--- config.mk ---
export PLATFORM = sky130hd
export DESIGN_NAME = ch_acq_ctrl
export DESIGN_NICKNAME = d
export VERILOG_FILES = /design/src/rtl/types_pkg.sv /design/src/rtl/ch_acq_ctrl.sv
export SDC_FILE = /design/constraint.sdc
export NUM_CORES = 1
export LEC_CHECK = 0
export CORE_MARGIN = 2
export CORE_UTILIZATION = 52
export DETAILED_ROUTE_END_ITERATION = 12
export PLACE_DENSITY_LB_ADDON = 0.2
export SLEW_MARGIN = 20
export SYNTH_ARGS = -nofsm -noshare
export SYNTH_HDL_FRONTEND = slang
export SYNTH_SLANG_ARGS = --single-unit
--- constraint.sdc ---
create_clock -name FCLK -period 2.6 [get_ports FCLK]
set_input_delay 0.39 -clock FCLK [delete_from_list [all_inputs] [get_ports FCLK]]
set_output_delay 0.39 -clock FCLK [all_outputs]
set_load 0.05 [all_outputs]
--- src/rtl/types_pkg.sv ---
// Shared type definitions for the per-channel acquisition datapath.
package types_pkg;

    typedef enum logic [2:0] {
        STATE_STOPPED   = 3'd0,
        STATE_INIT      = 3'd1,
        STATE_ARMED     = 3'd2,
        STATE_TRIGGERED = 3'd3,
        STATE_READOUT   = 3'd4
    } state_t;

endpackage

--- src/rtl/ch_acq_ctrl.sv ---
// Per-channel acquisition sequencer: STOPPED -> INIT -> ARMED -> TRIGGERED -> READOUT.
// Define CH_AUTO_REARM_EN to re-enter INIT after each readout instead of stopping.
module ch_acq_ctrl
    import types_pkg::*;
#(
    parameter int unsigned DEPTH_W = 6
) (
    input  logic               FCLK,
    input  logic               RSTB,
    input  logic               INST_START,
    input  logic               INST_STOP,
    input  logic               TRIGGER,
    input  logic [7:0]         INIT_CYCLES,
    input  logic [7:0]         POST_TRIG,
    input  logic               READOUT_DONE,
    output state_t             current_state,
    output logic [DEPTH_W-1:0] WR_PTR,
    output logic [DEPTH_W-1:0] TRIG_ADDR,
    output logic [DEPTH_W-1:0] STOP_ADDR,
    output logic               DATA_VALID,
    output logic [15:0]        TRIG_COUNT
);

    localparam int unsigned CNT_W  = 8;
    localparam int unsigned TCNT_W = 16;
    localparam logic [TCNT_W-1:0] TCNT_MAX = '1;

    logic               trig_meta;
    logic               trig_sync;
    logic [CNT_W-1:0]   init_cnt_q;
    logic [CNT_W-1:0]   post_cnt_q;

    state_t             state_d;
    logic [CNT_W-1:0]   init_cnt_d;
    logic [CNT_W-1:0]   post_cnt_d;
    logic [DEPTH_W-1:0] wr_ptr_d;
    logic [DEPTH_W-1:0] trig_addr_d;
    logic [DEPTH_W-1:0] stop_addr_d;
    logic               data_valid_d;
    logic [TCNT_W-1:0]  trig_count_d;

    // State, counters, captured addresses and the trigger synchronizer
    always_ff @(posedge FCLK or negedge RSTB) begin
        if (!RSTB) begin
            current_state <= STATE_STOPPED;
            trig_meta     <= 1'b0;
            trig_sync     <= 1'b0;
            init_cnt_q    <= '0;
            post_cnt_q    <= '0;
            WR_PTR        <= '0;
            TRIG_ADDR     <= '0;
            STOP_ADDR     <= '0;
            DATA_VALID    <= 1'b0;
            TRIG_COUNT    <= '0;
        end else begin
            current_state <= state_d;
            trig_meta     <= TRIGGER;
            trig_sync     <= trig_meta;
            init_cnt_q    <= init_cnt_d;
            post_cnt_q    <= post_cnt_d;
            WR_PTR        <= wr_ptr_d;
            TRIG_ADDR     <= trig_addr_d;
            STOP_ADDR     <= stop_addr_d;
            DATA_VALID    <= data_valid_d;
            TRIG_COUNT    <= trig_count_d;
        end
    end

    // Next-state and datapath updates; an abort freezes everything except the state
    always_comb begin
        state_d      = current_state;
        init_cnt_d   = init_cnt_q;
        post_cnt_d   = post_cnt_q;
        wr_ptr_d     = WR_PTR;
        trig_addr_d  = TRIG_ADDR;
        stop_addr_d  = STOP_ADDR;
        trig_count_d = TRIG_COUNT;

        if (INST_STOP) begin
            state_d = STATE_STOPPED;
        end else begin
            unique case (current_state)
                STATE_STOPPED: begin
                    if (INST_START) begin
                        state_d      = STATE_INIT;
                        init_cnt_d   = INIT_CYCLES;
                        wr_ptr_d     = '0;
                        trig_count_d = '0;
                    end
                end
                STATE_INIT: begin
                    if (init_cnt_q == '0) begin
                        state_d = STATE_ARMED;
                    end else begin
                        init_cnt_d = init_cnt_q - CNT_W'(1);
                    end
                end
                STATE_ARMED: begin
                    wr_ptr_d = WR_PTR + DEPTH_W'(1);
                    if (trig_sync) begin
                        state_d     = STATE_TRIGGERED;
                        trig_addr_d = WR_PTR;
                        post_cnt_d  = POST_TRIG;
                        if (TRIG_COUNT != TCNT_MAX) begin
                            trig_count_d = TRIG_COUNT + TCNT_W'(1);
                        end
                    end
                end
                STATE_TRIGGERED: begin
                    // Pointer stops advancing on the edge that enters READOUT
                    if (post_cnt_q == '0) begin
                        state_d     = STATE_READOUT;
                        stop_addr_d = WR_PTR;
                    end else begin
                        post_cnt_d = post_cnt_q - CNT_W'(1);
                        wr_ptr_d   = WR_PTR + DEPTH_W'(1);
                    end
                end
                STATE_READOUT: begin
                    if (READOUT_DONE) begin
`ifdef CH_AUTO_REARM_EN
                        state_d    = STATE_INIT;
                        init_cnt_d = INIT_CYCLES;
                        wr_ptr_d   = '0;
`else
                        state_d    = STATE_STOPPED;
`endif
                    end
                end
                default: begin
                    state_d = STATE_STOPPED;
                end
            endcase
        end

        data_valid_d = (state_d == STATE_READOUT);
    end

endmodule

======== Yosys cells after proc, flatten, opt, wreduce, memory -nomap -nowiden ========
Cells that the tools add are included.
W data, S select, Z words.
word-level totals
  bits in registers ....................... 56
  output and inout bits ................... 38
cells by class
  add/sub/neg operators ................... 4
  eq/ne operators ......................... 11
  multiplexer cells ....................... 20
  bitwise logic cells ..................... 1
  reductions and logical operators ........ 13
operators with widths
  operator                 count
  $mux W16                 3
  $mux W8                  4
  $pmux W16 S2             1
  $pmux W8 S2              2
  $mux W3                  6
  $pmux W6 S3              1
  $add A16 B1 Y16 const B  1
  $logic_not A8 Y1         2
  $ne A16 B16 Y1 const B   1
  $sub A8 B1 Y8 const B    2
  $pmux W3 S5              1
  $mux W6                  2
  $reduce_and A4 Y1        3
  $ne A2 B2 Y1 const B     5
  $add A6 B1 Y6 const B    1
  $eq A3 B2 Y1 const B     2
  $eq A3 B3 Y1 const B     2
  $reduce_and A3 Y1        2
  $reduce_bool A2 Y1       3
  $reduce_and A5 Y1        1
  $eq A3 B1 Y1 const B     1
  $logic_not A3 Y1         1
  $reduce_bool A3 Y1       1
  $not A1 Y1               1

======== Longest topological paths before layout ========
Gate-level depths: netlist of the first run.
  depth in word-level cells ............... 5
  mapped depth ............................ 7

======== Least setup slack after synthesis of the first run ========
OpenSTA, ideal clock, no wires.
  kind .................................... reg2reg
  start ................................... register TRIG_COUNT[0]
  end ..................................... register TRIG_COUNT[13]
  setup time .............................. 155 ps
  arrival time ............................ 2092 ps
  required time ........................... 2445 ps
  setup slack ............................. 353 ps
  cell stages (with the launch flop) ...... 7
  buffers on the path ..................... 1
  cells stage by stage .................... dfrtp_1 -> ha_1 -> nand4_4 -> or4_4 -> buf_6 -> a41oi_1 -> a31oi_1
between the ends
  longest elaborated chain between the ends .. 4
  elaborated cells between the ends (all ways) .. 7
  classes of those cells .................. add/sub: 1; eq/ne: 2; mux: 3; reduce/logical: 1
ends and longest elaborated chain
  element                   line                RTL
  start: declaration        ch_acq_ctrl.sv:21   output logic [15:0] TRIG_COUNT
  start signal: assignment  ch_acq_ctrl.sv:65   TRIG_COUNT <= trig_count_d;
  $add A16 B1 Y16           ch_acq_ctrl.sv:105  trig_count_d = TRIG_COUNT + TCNT_W'(1);
  $mux W16                  ch_acq_ctrl.sv:104  if (TRIG_COUNT != TCNT_MAX) begin
  $mux W16                  ch_acq_ctrl.sv:100  if (trig_sync) begin
  $pmux W16 S2              ch_acq_ctrl.sv:82   unique case (current_state)
Parallel ways exist; a longest one is shown, timed or not. The select of a mux whose other input is x is not followed.
A chain may end at the register's enable or synchronous reset.

======== Worst setup path in the final report of the first run ========
  start ................................... register post_cnt_q[0]
  end ..................................... register STOP_ADDR[2]
between the ends
  longest elaborated chain between the ends .. 2
ends and longest elaborated chain
  element                      line                RTL
  start: declaration           ch_acq_ctrl.sv:31   logic [CNT_W-1:0] post_cnt_q;
  start signal: assignment     ch_acq_ctrl.sv:60   post_cnt_q <= post_cnt_d;
  $logic_not A8 Y1             ch_acq_ctrl.sv:111  if (post_cnt_q == '0) begin
  $reduce_and A3 Y1 (no line)  -
  end signal: assignment       ch_acq_ctrl.sv:63   STOP_ADDR <= stop_addr_d;
  end: declaration             ch_acq_ctrl.sv:19   output logic [DEPTH_W-1:0] STOP_ADDR,
No other way between the ends.

==> results of run 1 <==
final cells by class:
cell class | count | share of cell area, %
multi-input cells | 243 | 41.0
flip-flops and latches | 56 | 35.2
repair buffers | 74 | 17.8
well taps | 75 | 2.35
clock buffers | 5 | 1.73
inverters | 12 | 1.13
clock inverters | 1 | 0.754
sequential cells by signal (all words and copies together), names as in the netlist, 3 cells and up:
register       cells
TRIG_COUNT        16
WR_PTR             6
TRIG_ADDR          6
STOP_ADDR          6
current_state      3
init_cnt_q         8
post_cnt_q         8
metal layers:
layer	vias up	global-route usage, %	share of wire, %
met5	-	0	0
met4	0	5.50	0.84
li1	1359	-	-
met3	7	4.78	3.5
met2	60	40.9	50
met1	1378	31.9	46
placed cells by master, fill, tap and decap left out, types with 4 or more instances in the layout:
cell / instances
mux2_2: 8
nand3_1: 10
o21ai_0: 16
o21a_1: 6
clkbuf_8: 5
dfrtp_1: 56
o211ai_1: 6
or3_1: 4
ha_1: 4
a21oi_1: 19
nor2_1: 14
nand2b_1: 5
a31oi_1: 19
inv_1: 12
nor3_1: 14
nor4_1: 6
clkdlybuf4s50_1: 58
nand2_1: 38
nand4_1: 4
buf_4: 14
o2bb2ai_1: 8
where the power goes:
| group | switching, mW | internal (mW) |
|---|---|---|
| Combinational | 0.274 | 0.217 |
| Sequential | 0.119 | 0.953 |
| Clock | 0.286 | 0.277 |
cell families after synthesis:
logic type | after synthesis | synth area share [%]
muxes | 9 | 3.14
AOI/OAI and AO/OA | 103 | 22.9
and+or+nand+nor | 125 | 23.1
adders and majority gates | 4 | 1.57
xor gates and xnor gates | 2 | 0.550
buffers and inverters | 27 | 4.71
DFF | 56 | 44.0
worst max-delay path by stage:
stage,startpoint,endpoint,slack [ns],depth (start not counted)
2_1_floorplan,TRIG_COUNT[0],TRIG_COUNT[13],0.35,6
3_3_place_gp,INST_STOP,TRIG_COUNT[8],0.07,5
3_5_place_dp,INST_STOP,TRIG_COUNT[8],0.03,5
4_1_cts,post_cnt_q[0],STOP_ADDR[5],0.28,6
5_1_grt,post_cnt_q[0],STOP_ADDR[5],0.16,6
6_report,post_cnt_q[0],STOP_ADDR[2],0.28,6
metrics by stage:
| stage | total power [mW] | hold slack (ns) | area [µm²] | util, % |
|---|---|---|---|---|
| finish | 2.13 | 0.0917 | 3990 | 67.3 |
| global route | 2.22 | 0.154 | 3990 | 67.3 |
| CTS | 2.13 | 0.114 | 3990 | 67.3 |
| detailed placement | 1.57 | 0.336 | 3890 | 65.6 |
| global placement | 1.55 | 0.332 | 3890 | 65.6 |
| floorplan | 1.39 | 0.0944 | 3190 | - |
==> reports/metrics.cfg, run 1 <==
[run_status]
status=finished, final reports clean

[floorplanning]
dieArea_um2=6770
die_x_um=82.3
row_count=28
fp.coreArea_um2=5920
die_h_um=82.3
start_util_pct=53.8
io_pins=60

[detailed_routing]
route.detailed.drc=0
dr.pass1.iters=4
wl_per_cell_um=16.8
vias=2804
via_per_inst=6.02
routed_wl_um=7840
ant_nets=0
initialDrtViolationCount=197

[sta]
setup-violations-final=0
grt_setup_unrepaired=false
worst_slack_ns=0.278
max_slew_margin_pct=30.7
hold_viol=0
fin_crit_sh_pct=89.3
final.setup.tns_ns=0
tightest_slew_ns=1.04
max_freq_ghz=0.431
slew_violations=0
finalClockSkew_ns=0.0122
fin_crit_ns=2.32

[logic_synthesis]
yosysSeqAreaShare_pct=44.0
yosys.area.top_type=dfrtp_1
netlist_area_um2=3190
synth_enable_flop_cells=0
syn-num-nets=352
netlist_top_cells_count=dfrtp_1, nand2_1, a21oi_1, a31oi_1, o21ai_0
async_flop_share_pct=100
synth_top_area_share_pct=44.0
netlist_top_cells_area=dfrtp_1, nand2_1, a31oi_1
ys.flop_type=dfrtp_1
avgSynthCellArea_um2=9.78
synth_seq_cells=56
synthCells=326
yosys_warnings=0
yosysMostFrequentCell=dfrtp_1
ys_types=67

[global_route]
grt_pass1_wl_um=12700
antenna_found_initial=0
grt_max_degree=30
grt_pass1_vias=2675
grt.total_usage_pct=24.1
grt_overflow=0

[layout]
multi_input_area_um2=1640
drive_above_1_share_pct=14.6
layoutNonFillerInstCount=466
fin_nets=418
antenna_cells=0
fillers=492
areaGrowthSynthToFinish_pct=25.0
ff_latch_area_um2=1400

[critical_path]
cp-start-kind=flip-flop
max_stage_delay_ns=0.50
crit_path_top_delay_cell=nor4b_1
critical_path_class=flip-flop to flip-flop
required_ns=2.80
r2r-end=STOP_ADDR[2]
crit_path_max_fanout=6
cp.arrival_ns=2.53
cp_top_family=simple AND/OR/NAND/NOR gates
worstRegToRegCells=6
critPathBufInv=1
r2r_start=post_cnt_q[0]
worstSetupEndpointType=flip-flop
r2r_slack_ns=0.28
cp_cell_sequence=inv_1, ha_1, nor4b_1, nand3_1, nor2_4, mux2_2

[power_and_ir_drop]
irDropWorstVdd_mv=0.483
p_per_area_nw_per_um2=533
p_leak_nw=1.68

[clocking]
worst_skew_pair.late_latency_ns=0.32
cts-resized-gates=0
ctsRootBufferMaster=clkbuf_8
clockBufferDepth=2
h-tree-depth=2
cts_tree=yes
numCtsBuffers=5
cts.clk_slew.worst_paths_ns=0.10
cts_setup_buffers=0
cts_hold_buf=0
cts.sink_count=56

[placement]
place_ws_ns=0.0285
port_buffers=59
routabilityCongestion=0.840
post-place-cells=460
dp_hpwl_um=5470

[hold_path]
hp-class=input port to asynchronous set/reset pin

[run]
cap_viol_max_count=0

Note: power is estimated with default switching activity, not from simulation.
==> inputs of run 2 (changes only) <==
Clock period 2.6 ns to 2.5 ns, I/O delays scaled along.
==> run 2 against run 1 <==
  * Utilization up 0.42 points
  * First-iteration DRC count down 12%
  * Combinational power up 3%
  * Cell count up 0.43%
  * Highest routed layer unchanged
==> reports/metrics.cfg, run 2 (synthesized netlist as in run 1, its figures left out) <==
[critical_path]
cp.arrival_ns=2.41
cp-start-kind=flip-flop
critical_path_class=flip-flop to flip-flop
r2r_slack_ns=0.30
cp.depth=6
crit_path_top_delay_cell=nor4b_1
required_ns=2.71
cp_cell_sequence=inv_1, ha_1, nor4b_1, nand3_1, nor2_4, mux2_2
max_stage_delay_ns=0.43
critPathBufInv=1
cp_top_family=simple AND/OR/NAND/NOR gates
crit_path_max_fanout=6
worstSetupEndpointType=flip-flop
worstRegToRegCells=6

[placement]
port_buffers=59
routabilityCongestion=0.848
place_ws_ns=0.260
dp_hpwl_um=5230

[hold_path]
hp-class=input port to asynchronous set/reset pin

[detailed_routing]
initialDrtViolationCount=174
via_per_inst=6.01
vias=2812
route.detailed.drc=0
dr.pass1.iters=7
wl_per_cell_um=16.1
routed_wl_um=7540
ant_nets=0

[clocking]
ctsRootBufferMaster=clkbuf_8
clockBufferDepth=2
h-tree-depth=2
cts.clk_slew.worst_paths_ns=0.10
cts-resized-gates=0
numCtsBuffers=5
cts_tree=yes
worst_skew_pair.late_latency_ns=0.31
cts.sink_count=56
cts_setup_buffers=0
cts_hold_buf=0

[layout]
final_cell_mix=clkdlybuf4s50_1, dfrtp_1, nand2_1
drive_above_1_share_pct=15.0
largestRegisters=TRIG_COUNT (16), init_cnt_q (8), post_cnt_q (8)
areaGrowthSynthToFinish_pct=25.8
largest_register_ffs=16
antenna_cells=0
fin_nets=419
fin_util_pct=67.7
multi_input_area_um2=1640
ff_latch_area_um2=1400
top_register=TRIG_COUNT
fillers=491
mostFrequentLayoutCell=clkdlybuf4s50_1

[sta]
worst_slack_ns=0.296
hold_slack_ns=0.162
max_freq_ghz=0.454
slew_violations=0
hold_viol=0
grt_setup_unrepaired=false
final.setup.tns_ns=0
tightest_slew_ns=0.724
finalClockSkew_ns=0.00796
max_slew_margin_pct=51.7
fin_crit_sh_pct=88.2
setup-violations-final=0
fin_crit_ns=2.20

[power_and_ir_drop]
p_leak_nw=1.69
irDropWorstVdd_mv=0.408
p_per_area_nw_per_um2=578

[run_status]
status=finished, final reports clean

[global_route]
grt.total_usage_pct=23.9
met1_usage_pct=33.2
grt_pass1_wl_um=12600
met3_usage_pct=3.48
grt_overflow=0
grt_max_degree=57
antenna_found_initial=0
grt_pass1_vias=2688
grt.busiest_layer=met2
use_met2_pct=38.4

[floorplanning]
fp.coreArea_um2=5920
io_pins=60
row_count=28
die_x_um=82.3
dieArea_um2=6770
start_util_pct=53.8
die_h_um=82.3

[run]
cap_viol_max_count=0

==> run 2: worst paths after layout <==
kind | to | from
max reg2reg | STOP_ADDR[1] | post_cnt_q[0]
min reg2reg | trig_sync | trig_meta
max in group asynchronous | WR_PTR[1] | RSTB
min | post_cnt_q[3] | RSTB
min in group FCLK | trig_sync | trig_meta
max | STOP_ADDR[1] | post_cnt_q[0]
==> run 2: worst reg2reg max path: cells and delay by family, from the launching register on <==
family | cells | cell delay [ns]
adder cells (fa/ha/maj) | 1 | 0.21
buffers and inverters | 1 | 0.09
flip-flops | 1 | 0.39
multiplexers | 1 | 0.36
AND/OR/NAND/NOR | 3 | 1.05
==> run 2: metal layers <==
metal / part of all wire [%] / routed length, µm
met1: 46 / 3480
met5: 0 / 0
met4: 0.99 / 75
met3: 4.6 / 350
met2: 48 / 3640
==> run 2: final cells by class <==
class | count | area share (%)
clock buffer | 5 | 1.72
clock inverter | 2 | 1.50
inverter | 12 | 1.12
multi-input combinational | 243 | 40.8
sequential | 56 | 34.9
tap | 75 | 2.34
timing repair buffer | 75 | 17.6
==> run 2: through the flow <==
step	instance area, µm²	power (mW)	instances
3_5_place_dp	3880	1.63	461
2_1_floorplan	3190	1.44	326
3_3_place_gp	3880	1.61	461
5_1_grt	4010	2.43	468
6_report	4010	2.32	468
4_1_cts	4010	2.32	468
==> run 2: where the power goes <==
group / internal, mW / switching, mW
combinational: 0.224 / 0.281
clock: 0.395 / 0.305
sequential: 0.991 / 0.120
total: 1.61 / 0.706
